File: src/rtl/pipe_phy_ctrl_responder.sv
// PIPE PHY-side control responder: answers MAC reset, rate, power-down and
// receiver-detect requests with PhyStatus / RxStatus / PclkChangeOk handshakes.
module pipe_phy_ctrl_responder #(
  parameter int LANESNUMBER   = 16,
  parameter int RESET_CYCLES  = 8,
  parameter int RATE_CYCLES   = 12,
  parameter int PD_CYCLES     = 4,
  parameter int DETECT_CYCLES = 16
) (
  input  logic                     CLK,
  input  logic                     phy_reset,
  input  logic [3:0]               Rate,
  input  logic [3:0]               PowerDown,
  input  logic                     TxDetectRx_Loopback,
  input  logic                     PclkChangeAck,
  input  logic [LANESNUMBER-1:0]   rx_present_mask,
  output logic [LANESNUMBER-1:0]   PhyStatus,
  output logic [3*LANESNUMBER-1:0] RxStatus,
  output logic                     PclkChangeOk,
  output logic [3:0]               cur_rate,
  output logic [3:0]               cur_powerdown,
  output logic                     busy
);

  localparam int MAX_AB     = (RESET_CYCLES > RATE_CYCLES) ? RESET_CYCLES : RATE_CYCLES;
  localparam int MAX_CD     = (PD_CYCLES > DETECT_CYCLES) ? PD_CYCLES : DETECT_CYCLES;
  localparam int MAX_CYCLES = (MAX_AB > MAX_CD) ? MAX_AB : MAX_CD;
  localparam int CNT_W      = $clog2(MAX_CYCLES + 1);
  localparam logic [3:0] PD_P1 = 4'd2;

  typedef enum logic [2:0] {
    RST_WAIT,
    IDLE,
    RATE_WAIT,
    RATE_OK,
    PD_WAIT,
    DET_WAIT
  } state_e;

  state_e                   state_q, state_d;
  logic [CNT_W-1:0]         counter_q, counter_d;
  logic [LANESNUMBER-1:0]   phy_status_q, phy_status_d;
  logic [3*LANESNUMBER-1:0] rx_status_q, rx_status_d;
  logic                     pclk_ok_q, pclk_ok_d;
  logic [3:0]               cur_rate_q, cur_rate_d;
  logic [3:0]               cur_pd_q, cur_pd_d;
  logic                     detect_pending_q, detect_pending_d;
  logic                     det_q, det_d;

  logic                     rst_done, rate_done, pd_done, det_done, det_edge;
  logic [3*LANESNUMBER-1:0] rx_result;

  assign rst_done  = (state_q == RST_WAIT)  && (counter_q == CNT_W'(RESET_CYCLES - 1));
  assign rate_done = (state_q == RATE_WAIT) && (counter_q == CNT_W'(RATE_CYCLES - 1));
  assign pd_done   = (state_q == PD_WAIT)   && (counter_q == CNT_W'(PD_CYCLES - 1));
  assign det_done  = (state_q == DET_WAIT)  && (counter_q == CNT_W'(DETECT_CYCLES - 1));
  assign det_edge  = TxDetectRx_Loopback && !det_q;

  always_comb begin
    rx_result = '0;
    for (int i = 0; i < LANESNUMBER; i++) begin
      rx_result[3*i +: 3] = rx_present_mask[i] ? 3'b011 : 3'b000;
    end
  end

  always_ff @(posedge CLK or posedge phy_reset) begin
    if (phy_reset) begin
      state_q          <= RST_WAIT;
      counter_q        <= '0;
      phy_status_q     <= '1;
      rx_status_q      <= '0;
      pclk_ok_q        <= 1'b0;
      cur_rate_q       <= 4'd0;
      cur_pd_q         <= PD_P1;
      detect_pending_q <= 1'b0;
      det_q            <= 1'b0;
    end else begin
      state_q          <= state_d;
      counter_q        <= counter_d;
      phy_status_q     <= phy_status_d;
      rx_status_q      <= rx_status_d;
      pclk_ok_q        <= pclk_ok_d;
      cur_rate_q       <= cur_rate_d;
      cur_pd_q         <= cur_pd_d;
      detect_pending_q <= detect_pending_d;
      det_q            <= det_d;
    end
  end

  // IDLE services at most one request per visit, in rate > powerdown > detect order
  always_comb begin
    state_d = state_q;
    unique case (state_q)
      RST_WAIT:  if (rst_done) state_d = IDLE;
      IDLE: begin
        if (Rate != cur_rate_q)                              state_d = RATE_WAIT;
        else if (PowerDown != cur_pd_q)                      state_d = PD_WAIT;
        else if (detect_pending_q && (cur_pd_q == PD_P1))    state_d = DET_WAIT;
      end
      RATE_WAIT: if (rate_done) state_d = RATE_OK;
      RATE_OK:   if (PclkChangeAck) state_d = IDLE;
      PD_WAIT:   if (pd_done) state_d = IDLE;
      DET_WAIT:  if (det_done) state_d = IDLE;
      default:   state_d = RST_WAIT;
    endcase
    counter_d = (state_d != state_q) ? '0 : counter_q + 1'b1;
  end

  always_comb begin
    phy_status_d     = '0;
    rx_status_d      = '0;
    pclk_ok_d        = 1'b0;
    cur_rate_d       = cur_rate_q;
    cur_pd_d         = cur_pd_q;
    det_d            = TxDetectRx_Loopback;
    detect_pending_d = detect_pending_q;
    if (det_done) begin
      detect_pending_d = 1'b0;
    end else if (det_edge && (state_q != RST_WAIT)) begin
      detect_pending_d = 1'b1;
    end
    unique case (state_q)
      RST_WAIT: begin
        if (rst_done) cur_rate_d   = Rate;
        else          phy_status_d = '1;
      end
      RATE_WAIT: pclk_ok_d = rate_done;
      RATE_OK: begin
        if (PclkChangeAck) begin
          phy_status_d = '1;
          cur_rate_d   = Rate;
        end else begin
          pclk_ok_d = 1'b1;
        end
      end
      PD_WAIT: begin
        if (pd_done) begin
          phy_status_d = '1;
          cur_pd_d     = PowerDown;
        end
      end
      DET_WAIT: begin
        if (det_done) begin
          phy_status_d = '1;
          rx_status_d  = rx_result;
        end
      end
      default: ;
    endcase
  end

  assign PhyStatus     = phy_status_q;
  assign RxStatus      = rx_status_q;
  assign PclkChangeOk  = pclk_ok_q;
  assign cur_rate      = cur_rate_q;
  assign cur_powerdown = cur_pd_q;
  assign busy          = (state_q != IDLE);

endmodule

File: config.mk
export PLATFORM = sky130hd
export DESIGN_NAME = pipe_phy_ctrl_responder
export DESIGN_NICKNAME = d
export VERILOG_FILES = /design/src/rtl/pipe_phy_ctrl_responder.sv
export SDC_FILE = /design/constraint.sdc
export NUM_CORES = 1
export LEC_CHECK = 0
export BUFFER_PORTS_ARGS = -buffer_cell sky130_fd_sc_hd__buf_2
export CAP_MARGIN = 20
export CORE_ASPECT_RATIO = 1.2
export CORE_MARGIN = 2
export CORE_UTILIZATION = 36
export DETAILED_ROUTE_END_ITERATION = 12
export GPL_ROUTABILITY_DRIVEN = 1
export GPL_TIMING_DRIVEN = 0
export MAX_ROUTING_LAYER = met4
export PLACE_DENSITY = 0.72
export SETUP_SLACK_MARGIN = 0.2
export SYNTH_ARGS = -nofsm -noshare
export SYNTH_HDL_FRONTEND = slang
export SYNTH_SLANG_ARGS = --single-unit
File: constraint.sdc
create_clock -name CLK -period 1.9 [get_ports CLK]
set_input_delay 0.095 -clock CLK [delete_from_list [all_inputs] [get_ports CLK]]
set_output_delay 0.095 -clock CLK [all_outputs]
set_load 0.02 [all_outputs]
* Yosys cells after proc, flatten, opt, wreduce, memory -nomap -nowiden
Cells that the tools add are included.
W data, S select, Z words.
** Storage, ports and cells
- Input bits :: 28
- Memories kept :: 0
- Word-level logic and storage cells :: 80
- Memory bits (read-only) :: 0
- Bits in writable memories :: 0
- Bits in latches :: 0
- Register bits after elaboration :: 83
** Cells by class
- Reductions and logical operators :: 14
- Divide/modulo/power cells :: 0
- Equal/unequal tests :: 16
- Add/subtract/negate cells :: 1
- Multiply operators :: 0
- Bitwise operators :: 0
- Order comparisons :: 0
- Mux-type cells :: 40
- Shifts and indexed selects :: 0
** Operators by type and width (count)
- $mux W47 :: 2
- $mux W16 :: 4
- $pmux W16 S4 :: 1
- $mux W2 :: 16
- $mux W3 :: 8
- $pmux W3 S6 :: 1
- $eq A5 B4 Y1 const B :: 2
- $mux W4 :: 2
- $ne A4 B4 Y1 :: 2
- $pmux W4 S2 :: 1
- $logic_and A1 B1 Y1 :: 7
- $eq A3 B2 Y1 const B :: 2
- $eq A3 B3 Y1 const B :: 2
- $add A5 B1 Y5 const B :: 1
- $eq A5 B2 Y1 const B :: 1
- $eq A5 B3 Y1 const B :: 1
- $mux W5 :: 1
- $eq A4 B2 Y1 const B :: 1
- $ne A2 B2 Y1 const B :: 2
- $reduce_bool A2 Y1 :: 2
- $eq A3 B1 Y1 const B :: 1
- $logic_not A3 Y1 :: 1
- $mux W1 :: 3
- $ne A3 B1 Y1 const B :: 1
- 6 further kinds :: 6

* Longest topological paths before layout
Gate-level depths: netlist of run 1.
- Depth after elaboration :: 8
- Gate-level depth with buffers :: 7

* Worst setup path before layout of run 1
Ideal clock, no wire load.
- Kind :: flip-flop to flip-flop
- From :: register counter_q[0]
- To :: register cur_rate_q[0] (netlist: cur_rate[0])
- Stages on the path, launching flop included :: 6
- Arrival :: 1704 ps
- Setup slack :: 71 ps
- Required time :: 1775 ps
- Buffers on the path :: 0
- Cell sequence :: dfrtp_1 ha_1 nand2b_2 or4_4 a21oi_4 mux2_4
** Between the ends
- Longest elaborated chain between the ends :: 4
** RTL lines
- from (decl) :: RTL line 41 : logic [CNT_W-1:0] counter_q, counter_d;
- from (signal assigned) :: RTL line 79 : counter_q <= counter_d;
- $eq A5 B3 Y1 :: RTL line 53 : assign rst_done = (state_q == RST_WAIT) && (counter_q == CNT_W'(RESET_CYCLES - 1));
- $logic_and A1 B1 Y1 :: RTL line 53
- $ne A2 B2 Y1 (no source line)
- $reduce_and A3 Y1 (no source line)
- to (signal assigned) :: RTL line 83 : cur_rate_q <= cur_rate_d;
- to (decl) :: RTL line 45 : logic [3:0] cur_rate_q, cur_rate_d;
No other way between the ends.
A chain may end at the register's enable or synchronous reset.

* Final worst setup path of run 1
- From :: register counter_q[3]
- To :: register cur_rate_q[3] (netlist: cur_rate[3])
Same word-level chain as after synthesis.

==> flow_summary.yaml, run 1 <==
synth:
  synthAdderAreaFrac: 0.0125
  synth_area_sq_mm: 0.00200
  synth.top_cell.area_share: 0.424
  muxShareOfSynthArea: 0.0524
  yosys.area_share.simple: 0.165
  synth_compound_area_frac: 0.0724
  synthFlopType: "dfrtp_1"
  synthArstFlopShare: 1.00
  yosys_register_bits: 36
  yosysWarnings: 0
  yosysUniqueCellTypes: 45
  synth_top_family_by_area: "buffers and inverters"
  syn_inst: 187
  synth-xor-area-share: 0.0437
  synth-edff-count: 0
  ys_seq_area_frac: 0.451
  synth_area_leaders: "dfrtp_1 (42%), buf_4 (18%), and2_1 (5.0%)"
  syn_area_per_cell_sq_um: 10.7
  yosys.area.top_type: "dfrtp_1"
layout:
  final_cell_mix: "buf_2 (87), buf_4 (58), dfrtp_1 (33)"
  nNetsFinal: 344
  area_delta_synth_final_pct: 47.3
  fin_cells: 377
  antenna_cells: 0
  nFillCells: 477
  regArea_sq_um: 905
  layout_commonest_cell: "buf_2"
  multi_input_area_sq_um: 825
  final_layout_size_suffix_gt1_frac: 0.600
worst_setup_path:
  cp-startpoint: "counter_q[3]"
  worstPathMaxFanout: 4
  endpoint_kind: "flip-flop"
  worst_ep_required_time_ns: 2.07
  cp-start-kind: "flip-flop"
  critical_path_class: "flip-flop to flip-flop"
  reg2reg_from: "counter_q[3]"
  critPathSlowestCell: "or4_4"
  arrival_ns: 1.97
  endpoint: "cur_rate[3]"
  max_stage_delay_ns: 0.49
  crit_chain: "buf_6 -> nand2b_4 -> or4_4 -> a21oi_4 -> mux2_4"
  rr_endpoint: "cur_rate[3]"
  r2r_cells: 5
  r2r_slack_ns: 0.1
sta:
  skew_ns: 0.00821
  tightest_slew_ns: 0.694
  rsz0062_at_grt: "true"
  maxSlewHeadroom: 0.537
  holdWs_ns: 0.00692
  slew_viol_final: 0
  fin_crit_sh: 0.947
  fmax_ghz: 0.556
  setup_viol: 0
  period_minus_slack_ns: 1.80
  hold_violations: 0
detailed_routing:
  ant_nets: 0
  wl_per_cell_um: 11.1
  first_pass_iters: 4
  wl_um: 4190
  route.detailed.drc: 0
  vias: 1630
  viasPerCell: 4.32
  drt_iter0_drc: 55
cts:
  cts_tree: "done"
  clkLatencyLatePin_ns: 0.29
  root_buffer: "clkbuf_8"
  clkTransAtPathRegs_ns: 0.08
  clock-sinks: 36
  numCtsBuffers: 5
  cts_buffer_depth: 2
  htreeDepth: 2
power:
  total_power_mw: 3.68
  powerDensity_mw_per_mm2: 1250
  peakVddDrop_v: 0.000669
  leakagePower_nw: 1.62
placement:
  routabilityCongestion: 0.879
  place_inst: 350
  dp_hpwl_um: 3090
  portBuffers: 85
global_routing:
  antenna_found_initial: 0
  grt_pass1_wl_um: 6680
  grt_max_degree: 22
  grt_pass1_vias: 1451
  grt-ovfl-total: 0
  gr-usage-all-layers: 0.140
floorplan:
  die-area_sq_mm: 0.00618
  top_level_ports: 102
  start_util: 0.376
  dieWidth_um: 72.1
  rows: 29
  design.core.area_sq_mm: 0.00533
  die_h_um: 85.7
run:
  max-cap-violations: 0
run_status:
  status: "finished clean"
worst_hold_path:
  holdCritPathClass: "input pin to flip-flop"
[registers in the layout, summed over array words and instances (netlist names)]
signal	flops
cur_rate	4
PclkChangeOk	1
det_q	1
PhyStatus	1
detect_pending_q	1
state_q	3
RxStatus	16
counter_q	5
cur_powerdown	4
[cell type report]
cell class	count	share of cell area
flip-flops and latches	36	0.306
multi-input cells	108	0.279
repair buffers	105	0.209
plain buffers	54	0.136
well taps	62	0.0263
clock buffers	5	0.0233
clock inverters	3	0.0144
inverters	4	0.00508
[how the worst min path moves through the flow]
stage	from	to	slack [ns]	depth (start not counted)
2_1_floorplan	TxDetectRx_Loopback	det_q	0.13	0
3_3_place_gp	TxDetectRx_Loopback	det_q	0.22	1
3_5_place_dp	TxDetectRx_Loopback	det_q	0.22	1
4_1_cts	rx_present_mask[10]	RxStatus[31]	0.0002	2
5_1_grt	rx_present_mask[14]	RxStatus[43]	0.006	2
6_report	rx_present_mask[10]	RxStatus[31]	0.007	2
[synthesized netlist by cell type (4+ instances only)]
cell and number:
xnor2_1 9, nor3_1 5, dfrtp_1 34, mux2_2 4, buf_2 4, buf_4 48, inv_1 4, nor2_1 5
mux2_4 4, a21oi_1 5, and2_1 16, nand2_1 7
[layer usage]
layer | global-route usage | part of all wire | vias up
li1 | - | - | 817
met1 | 0.165 | 0.40 | 735
met2 | 0.234 | 0.50 | 74
met3 | 0.0423 | 0.096 | 4
met4 | 0.0309 | 0.0076 | 0
met5 | - | 0 | -
[kinds of logic after synthesis]
family,Yosys count
xor gates and xnor gates,10
adders and majority gates,2
other,1
buffers and inverters,58
and+or+nand+nor,53
AOI/OAI and AO/OA,19
DFF,36
muxes,8
[timing repair]
item | in CTS | in global routing
hold buffers | 9 | 0
buffers inserted | 5 | 5
hold endpoints to repair | 22 | 0
setup endpoints to repair | 29 | 21
resized for setup | 7 | 12
pin swaps | 4 | 6
[metrics by stage]
step	utilization	setup slack, ns	setup TNS [ns]	instance area, sq um
finish	0.554	0.0998	0	2950
global route	0.554	0.0565	0	2950
CTS	0.539	0.0651	0	2880
detailed placement	0.489	-0.227	-2.10	2610
global placement	0.484	-0.210	-2.06	2580
floorplan	-	0.159	0	2080
[power by group]
part,switching [mW],internal (mW)
Combinational,0.968,0.959
Clock,0.282,0.388
Sequential,0.157,0.927
[worst max-delay path, delay by kind of cell (launching register included)]
family	cells	cell delay (ns)
compound gates	1	0.25
simple gates	2	0.62
flops	1	0.37
buf+inv	1	0.12
mux	1	0.33
Note: power is estimated with default switching activity, not from simulation.
==> inputs of run 2 (changes only) <==
==> constraint.sdc (replaced) <==
create_clock -name CLK -period 1.9 [get_ports CLK]
set_input_delay 0 -clock CLK [delete_from_list [all_inputs] [get_ports CLK]]
set_output_delay 0 -clock CLK [all_outputs]
set_load 0.02 [all_outputs]
==> run 2 against run 1 <==
Net effect:
- utilization is 3.2 points higher
- wire length up 6.6%
- sequential share of layout area decreased by 1.7 points
- non-clock buffer count rose by 17
==> flow_summary.yaml, run 2 (synthesized netlist as in run 1, its figures left out) <==
placement:
  post-place-ws_ns: -0.227
  dpl_cell_area_sq_mm: 0.00261
  place_inst: 350
  portBuffers: 85
  dp_hpwl_um: 3090
  routabilityCongestion: 0.879
floorplan:
  dieWidth_um: 72.1
  die_h_um: 85.7
  start_util: 0.376
  design.core.area_sq_mm: 0.00533
  die-area_sq_mm: 0.00618
  top_level_ports: 102
  rows: 29
layout:
  nNetsFinal: 361
  stdcell_area_sq_mm: 0.00312
  layout_commonest_cell: "buf_2"
  regArea_sq_um: 905
  final_layout_size_suffix_gt1_frac: 0.569
  nFillCells: 467
  finish.utilization: 0.586
  area_delta_synth_final_pct: 55.8
  antenna_cells: 0
  multi_input_area_sq_um: 825
  final_cell_mix: "buf_2 (87), buf_4 (58), dfrtp_1 (33)"
  fin_cells: 394
  largest_reg_flops: 16
sta:
  fmax_ghz: 0.555
  tightest_slew_ns: 0.692
  holdWs_ns: 0.0182
  rsz0062_at_grt: "true"
  maxSlewHeadroom: 0.538
  slew_viol_final: 0
  hold_violations: 0
  period_minus_slack_ns: 1.80
  layout_setup_ws_ns: 0.0979
  setup_viol: 0
  fin_crit_sh: 0.948
  skew_ns: 0.00612
global_routing:
  grt_pass1_vias: 1547
  grt_max_degree: 22
  grt_pass1_wl_um: 7110
  antenna_found_initial: 0
  grt-ovfl-total: 0
  gr-usage-all-layers: 0.149
worst_setup_path:
  worstPathMaxFanout: 4
  cp-start-kind: "flip-flop"
  rr_endpoint: "cur_rate[3]"
  arrival_ns: 1.97
  worst_ep_required_time_ns: 2.07
  reg2reg_from: "counter_q[3]"
  r2r_slack_ns: 0.1
  endpoint_kind: "flip-flop"
  critical_path_class: "flip-flop to flip-flop"
  r2r_cells: 5
worst_hold_path:
  holdPathEnd: "PhyStatus[14]"
  holdCritPathClass: "input pin to flip-flop"
  min-delay-start: "PclkChangeAck"
  hold_depth: 3
power:
  p_switching_mw: 1.41
  peakVddDrop_v: 0.000675
  comb_power_share: 0.527
  powerDensity_mw_per_mm2: 1190
  seq_power_share: 0.293
  leakagePower_nw: 1.69
  pwr-share-clk: 0.180
  p_int_mw: 2.30
  sw_frac_of_total: 0.380
cts:
  root_buffer: "clkbuf_8"
  clock-sinks: 36
  cts_buffer_depth: 2
  cts_tree: "done"
  htreeDepth: 2
  clkLatencyLatePin_ns: 0.29
  clkTransAtPathRegs_ns: 0.07
  numCtsBuffers: 5
detailed_routing:
  ant_nets: 0
  route.detailed.drc: 0
  vias: 1706
  wl_per_cell_um: 11.3
  wl_um: 4460
  first_pass_iters: 4
  drt_iter0_drc: 29
  viasPerCell: 4.33
run:
  max-cap-violations: 0
run_status:
  status: "finished clean"
==> run 2: changes by cell type in the layout (fill, tap and decap cells not counted) <==
cell / change
dlygate4sd3_1: +17
==> run 2: area by class of cell <==
type                       count  area share
tap                           62      0.0248
inverter                       4     0.00481
multi-input combinational    108       0.264
buffer                        54       0.129
sequential                    36       0.290
timing repair buffer         122       0.252
clock inverter                 3      0.0136
clock buffer                   5      0.0220
==> run 2: stage by stage <==
step                power [mW]  TNS [ns]
floorplan                 2.36         0
global placement          2.73     -2.06
detailed placement        2.77     -2.10
CTS                       3.58         0
global route              3.94         0
finish                    3.71         0
==> run 2: critical path, cell delays in order (launching register included) <==
cell      delay [ns]
dfrtp_1         0.37
buf_6           0.12
nand2b_4        0.13
or4_4           0.49
a21oi_4         0.25
mux2_4          0.33
==> run 2: worst max-delay path by stage <==
stage	start	to	slack, ns	cells after the start
6_report	counter_q[3]	cur_rate[3]	0.1	5
5_1_grt	counter_q[3]	cur_rate[3]	0.06	5
4_1_cts	counter_q[0]	cur_rate[3]	0.07	5
3_5_place_dp	counter_q[0]	RxStatus[37]	-0.23	7
3_3_place_gp	counter_q[2]	RxStatus[22]	-0.21	7
2_1_floorplan	counter_q[3]	cur_rate[0]	0.16	5
==> run 2: power by group through the flow <==
stage | clock (mW) | combinational, mW | sequential (mW)
2_1_floorplan | 0 | 1.21 | 1.15
3_3_place_gp | 0 | 1.65 | 1.08
3_5_place_dp | 0 | 1.69 | 1.09
4_1_cts | 0.692 | 1.80 | 1.08
5_1_grt | 0.723 | 2.11 | 1.11
6_report | 0.667 | 1.95 | 1.09
==> run 2: what timing repair did <==
item                                    4_1_cts  5_1_grt
setup buffers                                 5        5
endpoints found under the setup margin       29       21
hold buffers                                 26        0
pin swaps                                     4        6
endpoints found under the hold margin        40        0
resized for setup                             7       12
==> run 2: metal layers <==
metal | vias up | wire (um) | GRT usage
met5 | - | 0 | -
met3 | 3 | 401 | 0.0400
met1 | 769 | 1730 | 0.174
met4 | 0 | 27 | 0.0309
met2 | 82 | 2310 | 0.254
li1 | 852 | - | -
